**config.mk**
```make
export PLATFORM = sky130hd
export DESIGN_NAME = fetch_queue_stage_flat
export DESIGN_NICKNAME = d
export VERILOG_FILES = /design/src/rtl/fetch_queue_stage_pkg.sv /design/src/rtl/fetch_queue_stage_if.sv /design/src/rtl/fetch_queue_stage_fifo.sv /design/src/rtl/fetch_queue_stage.sv /design/src/flat_wrapper.sv
export SDC_FILE = /design/constraint.sdc
export NUM_CORES = 1
export LEC_CHECK = 0
export BUFFER_PORTS_ARGS = -buffer_cell sky130_fd_sc_hd__buf_2
export CAP_MARGIN = 20
export CORE_ASPECT_RATIO = 0.75
export CORE_MARGIN = 4
export CORE_UTILIZATION = 30
export CTS_CLUSTER_SIZE = 20
export DETAILED_ROUTE_END_ITERATION = 8
export HOLD_SLACK_MARGIN = 0.1
export MAX_ROUTING_LAYER = met4
export PLACE_DENSITY_LB_ADDON = 0.05
export SLEW_MARGIN = 30
export SYNTH_ARGS = -nofsm -noshare
export SYNTH_HDL_FRONTEND = slang
export SYNTH_HIERARCHICAL = 1
export SYNTH_SLANG_ARGS = --single-unit
```
**constraint.sdc**
```tcl
create_clock -name clock -period 2.81 [get_ports clock]
set_input_delay 0.281 -clock clock [delete_from_list [all_inputs] [get_ports clock]]
set_output_delay 0.281 -clock clock [all_outputs]
set_load 0.02 [all_outputs]
```
**src/rtl/fetch_queue_stage_pkg.sv**
```systemverilog
// Shared types and constants for the fetch queue stage slice.
package fetch_pkg;

  localparam int unsigned FETCH_DATA_WIDTH = 32;
  localparam logic [FETCH_DATA_WIDTH-1:0] FETCH_RESET_PC = '0;
  localparam int unsigned FETCH_PC_STEP = 4;

  // One buffered fetch: the address it was fetched from and the returned word.
  typedef struct packed {
    logic [FETCH_DATA_WIDTH-1:0] pc;
    logic [FETCH_DATA_WIDTH-1:0] instr;
  } fetch_entry_t;

endpackage

```
**src/rtl/fetch_queue_stage_if.sv**
```systemverilog
// Fetch stage bus: instruction memory port, execute redirect and decode handshake.
interface fetch_queue_stage_if
  import fetch_pkg::*;
#(
  parameter int unsigned DATA_WIDTH = FETCH_DATA_WIDTH
);

  logic                  imem_req;
  logic [DATA_WIDTH-1:0] imem_addr;
  logic [DATA_WIDTH-1:0] imem_rdata;
  logic                  stall_in;
  logic                  redirect_valid;
  logic [DATA_WIDTH-1:0] redirect_pc;
  logic                  out_valid;
  logic [DATA_WIDTH-1:0] out_pc;
  logic [DATA_WIDTH-1:0] out_instr;

  // Fetch stage side.
  modport master (
    output imem_req, imem_addr, out_valid, out_pc, out_instr,
    input  imem_rdata, stall_in, redirect_valid, redirect_pc
  );

  // Memory / decode / execute side.
  modport slave (
    input  imem_req, imem_addr, out_valid, out_pc, out_instr,
    output imem_rdata, stall_in, redirect_valid, redirect_pc
  );

endinterface

```
**src/rtl/fetch_queue_stage_fifo.sv**
```systemverilog
// Synchronous FIFO of fetch entries with flush; pointers wrap naturally.
module fetch_fifo
  import fetch_pkg::*;
#(
  parameter int unsigned DEPTH   = 4,
  parameter type         entry_t = fetch_entry_t
) (
  input  logic                   clock,
  input  logic                   reset,
  input  logic                   flush_i,
  input  logic                   push_i,
  input  logic                   pop_i,
  input  entry_t                 push_data_i,
  output entry_t                 head_o,
  output logic [$clog2(DEPTH):0] count_o,
  output logic                   empty_o,
  output logic                   full_o
);

  localparam int unsigned PTR_W = $clog2(DEPTH);
  localparam int unsigned CNT_W = PTR_W + 1;

  entry_t             mem_q [DEPTH];
  logic [PTR_W-1:0]   head_q, head_d;
  logic [PTR_W-1:0]   tail_q, tail_d;
  logic [CNT_W-1:0]   count_q, count_d;
  logic               do_push, do_pop;

  // Next pointer/count state; flush empties the queue and overrides push/pop.
  always_comb begin
    do_push = push_i && !flush_i;
    do_pop  = pop_i && !flush_i && (count_q != '0);
    head_d  = head_q;
    tail_d  = tail_q;
    count_d = count_q;
    if (flush_i) begin
      head_d  = tail_q;
      count_d = '0;
    end else begin
      if (do_push) tail_d = tail_q + PTR_W'(1);
      if (do_pop)  head_d = head_q + PTR_W'(1);
      if (do_push && !do_pop)      count_d = count_q + CNT_W'(1);
      else if (do_pop && !do_push) count_d = count_q - CNT_W'(1);
    end
  end

  // Pointer and occupancy registers.
  always_ff @(posedge clock) begin
    if (reset) begin
      head_q  <= '0;
      tail_q  <= '0;
      count_q <= '0;
    end else begin
      head_q  <= head_d;
      tail_q  <= tail_d;
      count_q <= count_d;
    end
  end

  // Entry storage; contents need no reset since the count gates visibility.
  always_ff @(posedge clock) begin
    if (do_push) mem_q[tail_q] <= push_data_i;
  end

  // Head view and status flags.
  always_comb begin
    head_o  = mem_q[head_q];
    count_o = count_q;
    empty_o = (count_q == '0);
    full_o  = (count_q == CNT_W'(DEPTH));
  end

endmodule

```
**src/rtl/fetch_queue_stage.sv**
```systemverilog
// Prefetching fetch stage: issues sequential reads to a 1-cycle instruction
// memory, buffers returned words with their PCs and hands them to decode.
// Optional macro FETCH_QUEUE_PERF_COUNTERS_EN adds saturating perf counters.
module fetch_queue_stage
  import fetch_pkg::*;
#(
  parameter int unsigned           DATA_WIDTH  = FETCH_DATA_WIDTH,
  parameter int unsigned           QUEUE_DEPTH = 4,
  parameter logic [DATA_WIDTH-1:0] RESET_PC    = DATA_WIDTH'(FETCH_RESET_PC),
  parameter int unsigned           PC_STEP     = FETCH_PC_STEP
) (
  input  logic                clock,
  input  logic                reset,
  fetch_queue_stage_if.master bus
`ifdef FETCH_QUEUE_PERF_COUNTERS_EN
  ,
  output logic [31:0]         perf_stall_cycles,
  output logic [31:0]         perf_flushes,
  output logic [31:0]         perf_full_cycles
`endif
);

  localparam int unsigned CNT_W = $clog2(QUEUE_DEPTH) + 1;

  typedef struct packed {
    logic [DATA_WIDTH-1:0] pc;
    logic [DATA_WIDTH-1:0] instr;
  } entry_t;

  logic [DATA_WIDTH-1:0] pc_q, pc_d;
  logic [DATA_WIDTH-1:0] req_pc_q;
  logic                  inflight_q;
  logic                  squash_q;
  logic                  issue, push, pop;
  logic [CNT_W-1:0]      count;
  logic [CNT_W:0]        occupancy;
  logic                  empty, full;
  entry_t                push_entry, head_entry;

  // Issue/credit decision: queued plus in-flight words never exceed the depth,
  // so every returning word is guaranteed a slot.
  always_comb begin
    occupancy  = {1'b0, count} + {{CNT_W{1'b0}}, inflight_q};
    issue      = !reset && !bus.redirect_valid && (occupancy < (CNT_W+1)'(QUEUE_DEPTH));
    push       = inflight_q && !squash_q && !bus.redirect_valid;
    pop        = !empty && !bus.stall_in && !bus.redirect_valid;
    push_entry = '{pc: req_pc_q, instr: bus.imem_rdata};
    pc_d       = pc_q;
    if (bus.redirect_valid) pc_d = {bus.redirect_pc[DATA_WIDTH-1:2], 2'b00};
    else if (issue)         pc_d = pc_q + DATA_WIDTH'(PC_STEP);
  end

  // Fetch PC, return tracking and squash of a response made stale by a redirect.
  always_ff @(posedge clock) begin
    if (reset) begin
      pc_q       <= RESET_PC;
      req_pc_q   <= '0;
      inflight_q <= 1'b0;
      squash_q   <= 1'b0;
    end else begin
      pc_q       <= pc_d;
      inflight_q <= issue;
      squash_q   <= bus.redirect_valid;
      if (issue) req_pc_q <= pc_q;
    end
  end

  fetch_fifo #(
    .DEPTH   (QUEUE_DEPTH),
    .entry_t (entry_t)
  ) u_fifo (
    .clock       (clock),
    .reset       (reset),
    .flush_i     (bus.redirect_valid),
    .push_i      (push),
    .pop_i       (pop),
    .push_data_i (push_entry),
    .head_o      (head_entry),
    .count_o     (count),
    .empty_o     (empty),
    .full_o      (full)
  );

  // Memory request and decode-side view of the queue head (zero when empty).
  always_comb begin
    bus.imem_req  = issue;
    bus.imem_addr = pc_q;
    bus.out_valid = !empty;
    bus.out_pc    = empty ? '0 : head_entry.pc;
    bus.out_instr = empty ? '0 : head_entry.instr;
  end

  // A push into a full queue without a matching pop means credit accounting broke.
  always_ff @(posedge clock) begin
    if (!reset) assert (!(push && full && !pop));
  end

`ifdef FETCH_QUEUE_PERF_COUNTERS_EN
  logic [31:0] perf_stall_q, perf_flush_q, perf_full_q;

  // Saturating event counters: stalled head, redirects, full-queue cycles.
  always_ff @(posedge clock) begin
    if (reset) begin
      perf_stall_q <= '0;
      perf_flush_q <= '0;
      perf_full_q  <= '0;
    end else begin
      if (!empty && bus.stall_in && (perf_stall_q != '1)) perf_stall_q <= perf_stall_q + 32'd1;
      if (bus.redirect_valid && (perf_flush_q != '1))     perf_flush_q <= perf_flush_q + 32'd1;
      if (full && (perf_full_q != '1))                     perf_full_q  <= perf_full_q + 32'd1;
    end
  end

  // Counter outputs.
  always_comb begin
    perf_stall_cycles = perf_stall_q;
    perf_flushes      = perf_flush_q;
    perf_full_cycles  = perf_full_q;
  end
`endif

endmodule

```
**src/flat_wrapper.sv**
```systemverilog
// flat-port wrapper written by rule: the top's interface ports become plain ports
module fetch_queue_stage_flat import fetch_pkg::*;
#(
  parameter int unsigned           DATA_WIDTH  = FETCH_DATA_WIDTH,
  parameter int unsigned           QUEUE_DEPTH = 4,
  parameter logic [DATA_WIDTH-1:0] RESET_PC    = DATA_WIDTH'(FETCH_RESET_PC),
  parameter int unsigned           PC_STEP     = FETCH_PC_STEP
)
  (clock, reset, bus_imem_req, bus_imem_addr, bus_out_valid, bus_out_pc, bus_out_instr, bus_imem_rdata, bus_stall_in, bus_redirect_valid, bus_redirect_pc);
  fetch_queue_stage_if #(.DATA_WIDTH(DATA_WIDTH)) bus_i ();
  input  logic clock;
  input  logic reset;
  output wire logic [$bits(bus_i.imem_req)-1:0] bus_imem_req;
  output wire logic [$bits(bus_i.imem_addr)-1:0] bus_imem_addr;
  output wire logic [$bits(bus_i.out_valid)-1:0] bus_out_valid;
  output wire logic [$bits(bus_i.out_pc)-1:0] bus_out_pc;
  output wire logic [$bits(bus_i.out_instr)-1:0] bus_out_instr;
  input wire logic [$bits(bus_i.imem_rdata)-1:0] bus_imem_rdata;
  input wire logic [$bits(bus_i.stall_in)-1:0] bus_stall_in;
  input wire logic [$bits(bus_i.redirect_valid)-1:0] bus_redirect_valid;
  input wire logic [$bits(bus_i.redirect_pc)-1:0] bus_redirect_pc;
  assign bus_imem_req = bus_i.imem_req;
  assign bus_imem_addr = bus_i.imem_addr;
  assign bus_out_valid = bus_i.out_valid;
  assign bus_out_pc = bus_i.out_pc;
  assign bus_out_instr = bus_i.out_instr;
  assign bus_i.imem_rdata = bus_imem_rdata;
  assign bus_i.stall_in = bus_stall_in;
  assign bus_i.redirect_valid = bus_redirect_valid;
  assign bus_i.redirect_pc = bus_redirect_pc;
  fetch_queue_stage #(.DATA_WIDTH(DATA_WIDTH), .QUEUE_DEPTH(QUEUE_DEPTH), .RESET_PC(RESET_PC), .PC_STEP(PC_STEP)) u_core (.clock(clock), .reset(reset), .bus(bus_i));
endmodule
```
==> flow_summary.yaml, run 1 <==
clocking:
  cts_tree: "yes"
  insertion_delay_ns: 0.51
  cts-buffers-inserted: 37
  clkSinkCount: 327
  cts_max_level: 2
  clockRootBuffer: "clkbuf_16"
  clock_path_buffers: 3
  clkSlewWorstSetupHoldPaths_ns: 0.06
drt:
  vias_per_cell: 4.533
  drtPass1Iterations: 4
  wire_per_inst_um: 19.75
  ant_nets: 0
  vias: 7498
  drt_iter0_drc: 349
  drc: 0
  drt_wl_total_um: 32670
worst_setup_path:
  required_ns: 2.53
  critPathBufInv: 2
  crit_chain: "buf_12, mux4_1, nor2b_1, buf_2"
  cp.arrival_ns: 2.31
  cpPeakStageDelay_ns: 0.66
  path_class: "reg -> out"
  crit_family: "multiplexers"
  worst_setup_path_start_kind: "register"
  end_kind: "output port"
  cp_max_fo: 26
  critPathSlowestCell: "mux4_1"
hold_path:
  hold_path_class: "in -> reg"
synth:
  syn_inst: 804
  yosysWarnings: 6
  syn_area_sq_mm: 0.01312
  syn_avg_cell_area_sq_um: 16.32
die:
  die_h_um: 189.1
  rows: 66
  die_w_um: 249.5
  die_area_sq_mm: 0.04718
  initial_core_util_pct: 30.32
  io-pin-count: 166
  core_region_area_sq_mm: 0.04327
placed_design:
  hpwl_um: 20220
  globalplace.congestion: 0.7204
  dp.cells: 1529
  port_buffers: 161
timing:
  slew_violations: 0
  hold_violations: 0
  tightest_slew_ns: 0.8608
  finalSetupViolations: 0
  skew_ns: 0.01142
  period_needed_ns: 2.590
  fin_crit_sh_pct: 92.16
  fin_setup_tns_ns: 0
  grt_setup_unrepaired: "no"
  slew_headroom_pct: 42.61
  max_freq_mhz: 386.1
layout:
  antenna_cells: 0
  drive_gt1_share_pct: 28.90
  fin_util_pct: 37.86
  stdcell_count: 1654
  fin_nets: 1126
  area_growth_pct: 24.84
global_routing:
  grt_pass1_vias: 7861
  use_met2_pct: 22.06
  antenna_found_initial: 1
  grt_max_degree: 69
  grtUsageTotal_pct: 14.24
  use_met1_pct: 19.60
  grt_pass1_wl_um: 50190
  grt_util_met3_pct: 2.829
  grt.busiest_layer: "met2"
  grt_overflow_total: 0
power_and_ir_drop:
  p_leak_nw: 5.736
  peakVddDrop_v: 0.0003581
  cellPowerDensity_mw_per_mm2: 630.4
flow_run:
  cap_viol_max_count: 0
status:
  status: "completed"
[power by group]
part	switching (mW)	internal, mW	total, mW
sequential	0.0938	5.26	5.35
clock	1.83	2.53	4.36
combinational	0.322	0.292	0.614
[repair_timing]
item | in CTS | in global routing
endpoints found under the hold margin | 157 | 0
buffers inserted | 0 | 0
endpoints found under the setup margin | 1 | 1
resized for setup | 1 | 1
hold buffers | 61 | 0
[registers in the layout, summed over array words and instances, names as in the netlist, named ones only]
| name | cells |
|---|---|
| u_core/u_fifo/tail_q | 2 |
| u_core/req_pc_q | 30 |
| u_core/u_fifo/count_o | 3 |
| u_core/bus.imem_addr | 30 |
| u_core/u_fifo/mem_q | 256 |
| u_core/u_fifo/head_q | 2 |
| u_core/inflight_q | 1 |
| u_core/squash_q | 1 |
[per-stage QoR]
step	worst slack [ns]	instance area, sq um	hold WS, ns	power, mW
after global routing	0.03898	16380	0.2121	10.81
after global placement	0.3771	14690	0.4901	6.020
after detailed placement	0.3793	14690	0.4931	6.016
final	0.2203	16380	0.2287	10.33
after floorplan	0.2106	13160	0.3534	5.785
after CTS	0.07109	16380	0.1779	10.54
[tightest hold or removal path, delay by kind of cell]
kind / cells / cell delay (ns)
buffers and inverters: 1 / 0.10
muxes: 1 / 0.14
AOI/OAI and AO/OA: 1 / 0.06
and+or+nand+nor: 1 / 0.11
[layout by cell type (no fill, tap or decap), types with 13 or more instances in the layout]
cell and instances:
buf_4 13, dfxtp_1 69, nand3_1 13, nor2b_1 65
a21oi_1 44, mux4_2 60, buf_2 161, nand2_1 76
edfxtp_1 256, xnor2_1 14, dlygate4sd3_1 61, xor2_1 17
clkbuf_16 37, nor2_1 25
[layout make-up]
| cell class | instances | area (sq um) |
|---|---|---|
| Fill cell | 4161 | 26890 |
| Sequential cell | 327 | 9116 |
| Multi-Input combinational cell | 429 | 3662 |
| Timing Repair Buffer | 249 | 1777 |
| Clock buffer | 47 | 973.4 |
| Tap cell | 578 | 723.2 |
| Clock inverter | 17 | 102.6 |
| Inverter | 7 | 26.28 |
[routing by layer]
layer | up-vias | share of wire, % | routed length, um
met1 | 3734 | 47 | 15300
met4 | 0 | 1.9 | 605
met2 | 159 | 47 | 15240
met5 | - | 0 | 0
li1 | 3558 | - | -
met3 | 47 | 4.7 | 1521
[worst paths after layout]
| path | startpoint | endpoint | slack [ns] | depth (start not counted) |
|---|---|---|---|---|
| hold reg to reg | u_core/req_pc_q[20] | u_core/req_pc_q[20] | 0.50 | 2 |
| setup reg to reg | u_core/u_fifo/count_o[1] | u_core/u_fifo/count_o[2] | 0.37 | 10 |
| setup / recovery | register | bus_out_pc[26] | 0.22 | 4 |
| hold / removal | bus_redirect_pc[31] | u_core/bus.imem_addr[31] | 0.23 | 4 |
Note: power is estimated with default switching activity, not from simulation.
==> run 2, diff against run 1 <==
REMOVE_ABC_BUFFERS = 1   (was unset)
==> run 2 against run 1 <==
Effect of this change: setup slack gained 0.018 ns; register-to-register slack lost 0.03 ns; first-iteration DRC count grew 11%; fmax grew 0.72%; largest cell class unchanged.
==> flow_summary.yaml, run 2 (same netlist as run 1, synthesis figures left out) <==
drt:
  drt_wl_total_um: 33800
  ant_nets: 0
  vias: 7659
  drc: 0
  drtPass1Iterations: 4
  wire_per_inst_um: 20.39
  vias_per_cell: 4.619
  drt_iter0_drc: 389
worst_setup_path:
  critPathSlowestCell: "dfxtp_1"
  path_class: "reg -> out"
  end_kind: "output port"
  cpPeakStageDelay_ns: 0.41
  crit_family: "buffers and inverters"
  crit_chain: "nor3_2, buf_4, buf_8, nor2b_1, buf_2"
  cp.arrival_ns: 2.29
  worst_setup_path_start_kind: "register"
  critPathBufInv: 3
  cp_max_fo: 39
  required_ns: 2.53
layout:
  ff_latch_area_sq_mm: 0.009116
  final_common_cell: "edfxtp_1"
  largest_reg_flops: 256
  fin_nets: 1129
  drive_gt1_share_pct: 29.54
  postLayoutCellArea_sq_mm: 0.01645
  final_cell_mix: "256 x edfxtp_1, 161 x buf_2, 76 x nand2_1, 69 x dfxtp_1, 65 x nor2b_1"
  fillers: 4208
  fin_util_pct: 38.03
  area_growth_pct: 25.40
  regMostFlops: "u_core/u_fifo/mem_q"
  antenna_cells: 0
  multi_input_area_sq_mm: 0.003664
power_and_ir_drop:
  switching_share_pct: 21.45
  clock_power_share_pct: 43.4
  combPwrFrac_pct: 5.9
  p_int_mw: 8.284
  cellPowerDensity_mw_per_mm2: 640.9
  power.total_mw: 10.55
  peakVddDrop_v: 0.0002945
  seq_power_share_pct: 50.6
  p_switching_mw: 2.263
  p_leak_nw: 5.779
timing:
  slew_violations: 0
  finalSetupViolations: 0
  skew_ns: 0.01091
  hold_violations: 0
  fin_crit_sh_pct: 91.50
  slew_headroom_pct: 51.06
  period_needed_ns: 2.571
  grt_setup_unrepaired: "no"
  tightest_slew_ns: 0.7341
  max_freq_mhz: 388.9
global_routing:
  grt_max_degree: 60
  grt_pass1_wl_um: 51640
  grt_pass1_vias: 8124
  grt_overflow_total: 0
  antenna_found_initial: 1
  grtUsageTotal_pct: 14.70
hold_path:
  hold_path_class: "in -> reg"
clocking:
  clockRootBuffer: "clkbuf_16"
  cts_max_level: 2
  clkSlewWorstSetupHoldPaths_ns: 0.06
  cts_tree: "yes"
  clock_path_buffers: 3
  insertion_delay_ns: 0.52
  cts_setup_buffers: 0
  cts-buffers-inserted: 36
  clkSinkCount: 327
status:
  status: "completed"
die:
  die_h_um: 189.1
  die_w_um: 249.5
  initial_core_util_pct: 30.32
  io-pin-count: 166
  rows: 66
  die_area_sq_mm: 0.04718
  core_region_area_sq_mm: 0.04327
placed_design:
  hpwl_um: 20760
  placed_area_sq_mm: 0.01469
  port_buffers: 161
  globalplace.congestion: 0.7092
flow_run:
  cap_viol_max_count: 0
[run 2: what timing repair did]
action	CTS	global route
hold buffers	62	0
endpoints found under the hold margin	157	0
endpoints found under the setup margin	39	2
gates resized for setup	1	2
[run 2: per-layer routing]
layer  track usage, %  share of wire, %
met1            20.76                48
met2            22.43                46
met3            2.733               3.8
met4            3.131               1.6
met5                -                 0
[run 2: worst min-delay path: stages]
cell	delay (ns)
buf_2	0.10
mux2i_1	0.12
or3_1	0.11
o21ai_0	0.07
[run 2: stage by stage]
step / setup TNS (ns) / hold slack, ns / cells / setup slack [ns]
2_1_floorplan: -150.84 / 0.3456 / 763 / -2.807
3_3_place_gp: 0 / 0.4928 / 1532 / 0.3871
3_5_place_dp: 0 / 0.4933 / 1532 / 0.3847
4_1_cts: 0 / 0.1832 / 1658 / 0.03914
5_1_grt: 0 / 0.2089 / 1658 / 0.06908
6_report: 0 / 0.2145 / 1658 / 0.2387
[run 2: final cells by class]
cell class	count	share of cell area, %
flip-flops and latches	327	55.40
multi-input cells	429	22.26
repair buffers	253	10.84
clock buffers	53	6.296
well taps	578	4.395
clock inverters	11	0.6387
inverters	7	0.1597
[run 2: worst paths after layout]
path	start	endpoint	slack, ns	cells after the start
setup / recovery	u_core/u_fifo/count_o[1]	bus_out_pc[25]	0.24	5
hold / removal	bus_redirect_pc[31]	u_core/bus.imem_addr[31]	0.21	4
setup reg to reg	u_core/u_fifo/count_o[0]	u_core/u_fifo/count_o[2]	0.34	10
hold reg to reg	u_core/req_pc_q[27]	u_core/req_pc_q[27]	0.50	2
[run 2: power groups by stage]
stage | clock network, mW | registers [mW] | logic (mW)
floorplan | 0 | 5.48 | 0.258
global placement | 0 | 5.44 | 0.571
detailed placement | 0 | 5.44 | 0.571
CTS | 4.76 | 5.34 | 0.643
global route | 4.99 | 5.35 | 0.684
finish | 4.58 | 5.34 | 0.625
==> run 3, diff against run 2 <==
CORE_ASPECT_RATIO = 0.7   (was 0.75)
==> run 3 against run 2 <==
Effect of this change: final cell count fell by 0.12%; worst hold slack worse by 0.012 ns; critical endpoint is now bus_out_pc[15]; non-clock buffer count down 4.
==> flow_summary.yaml, run 3 (same netlist as run 1, synthesis figures left out) <==
layout:
  final_common_cell: "edfxtp_1"
  antenna_cells: 0
  final_cell_mix: "256 x edfxtp_1, 161 x buf_2, 76 x nand2_1, 69 x dfxtp_1, 65 x nor2b_1"
  stdcell_count: 1656
  regMostFlops: "u_core/u_fifo/mem_q"
  fin_nets: 1124
  largest_reg_flops: 256
  fin_util_pct: 38.08
  area_growth_pct: 24.21
  drive_gt1_share_pct: 28.76
timing:
  period_needed_ns: 2.566
  fin_setup_tns_ns: 0
  fin_crit_sh_pct: 91.33
  hold_violations: 0
  slew_headroom_pct: 56.21
  finalSetupViolations: 0
  skew_ns: 0.02063
  max_freq_mhz: 389.6
  grt_setup_unrepaired: "no"
  slew_violations: 0
  tightest_slew_ns: 0.6569
  hold_slack_ns: 0.2027
clocking:
  cts-buffers-inserted: 35
  clock_path_buffers: 3
  cts_max_level: 2
  clkSinkCount: 327
  clkSlewWorstSetupHoldPaths_ns: 0.06
  insertion_delay_ns: 0.52
  clockRootBuffer: "clkbuf_16"
  cts_tree: "yes"
  cts_setup_buffers: 0
power_and_ir_drop:
  cellPowerDensity_mw_per_mm2: 624.4
  peakVddDrop_v: 0.0003126
  p_leak_nw: 5.697
  power.total_mw: 10.18
global_routing:
  antenna_found_initial: 0
  grt_max_degree: 66
  grt_pass1_vias: 7963
  grtUsageTotal_pct: 14.34
  grt_overflow_total: 0
  grt_pass1_wl_um: 50480
die:
  io-pin-count: 166
  die_w_um: 258.0
  rows: 63
  initial_core_util_pct: 30.66
  die_area_sq_mm: 0.04720
  core_region_area_sq_mm: 0.04280
  die_h_um: 183.0
worst_setup_path:
  end_kind: "output port"
  cp.arrival_ns: 2.29
  regToRegStartpoint: "u_core/u_fifo/count_o[0]"
  reg2reg_setup_slack_ns: 0.33
  crit_family: "multiplexers"
  path_class: "reg -> out"
  required_ns: 2.53
  crit_chain: "buf_12, mux4_1, nor2b_1, buf_2"
  cp_max_fo: 15
  critPathSlowestCell: "mux4_1"
  cpPeakStageDelay_ns: 0.64
  rr_worst_depth: 10
  worst_setup_path_start_kind: "register"
  critPathBufInv: 2
  worst_r2r_endpoint: "u_core/u_fifo/count_o[2]"
placed_design:
  dp.cells: 1536
  port_buffers: 161
  globalplace.congestion: 0.6714
  hpwl_um: 19890
drt:
  drt_wl_total_um: 32920
  drt_iter0_drc: 305
  drc: 0
  ant_nets: 0
  vias_per_cell: 4.544
  wire_per_inst_um: 19.88
  drtPass1Iterations: 4
  vias: 7525
hold_path:
  hold_path_class: "in -> reg"
  hp-start: "reset"
  whs_path_depth: 2
  worst_hold_path.endpoint: "u_core/bus.imem_addr[27]"
status:
  status: "completed"
flow_run:
  cap_viol_max_count: 0
[run 3: per-layer routing]
layer / track usage [%] / up-vias / routed length (um)
li1: - / 3537 / -
met2: 22.68 / 129 / 15720
met1: 19.59 / 3814 / 15390
met4: 2.928 / 0 / 461
met3: 2.650 / 45 / 1348
met5: - / - / 0
[run 3: layout make-up]
type	count	area [sq um]
Inverter	7	26.28
Clock buffer	45	923.4
Clock inverter	14	90.09
Tap cell	585	732.0
Multi-Input combinational cell	429	3662
Fill cell	4089	26500
Sequential cell	327	9116
Timing Repair Buffer	249	1748
[run 3: how the worst max path moves through the flow]
stage                                           to  cells after the start                      from
final                               bus_out_pc[15]                      4                  register
after global routing                 bus_out_pc[7]                      4                  register
after CTS                           bus_out_pc[16]                      4  u_core/u_fifo/count_o[1]
after global placement    u_core/u_fifo/count_o[2]                     10  u_core/u_fifo/count_o[0]
after detailed placement  u_core/u_fifo/count_o[2]                     10  u_core/u_fifo/count_o[0]
after floorplan           u_core/u_fifo/count_o[2]                     10  u_core/u_fifo/count_o[0]
[run 3: through the flow]
step,instance area (sq um),worst slack (ns)
after floorplan,12780,-2.807
after global placement,14670,0.3620
after detailed placement,14670,0.3640
after CTS,16290,0.08330
after global routing,16300,0.09780
final,16300,0.2435
[run 3: repair_timing]
item	in CTS	in global routing
hold endpoints to repair	157	0
setup endpoints to repair	0	2
hold buffers	61	0
resized for setup	0	1
[run 3: where the power goes]
group	internal [mW]	switching (mW)	leakage [nW]	total [mW]
combinational	0.293	0.321	2.28	0.614
clock	2.40	1.81	0.498	4.22
sequential	5.26	0.0912	2.92	5.35
total	7.95	2.23	5.70	10.2
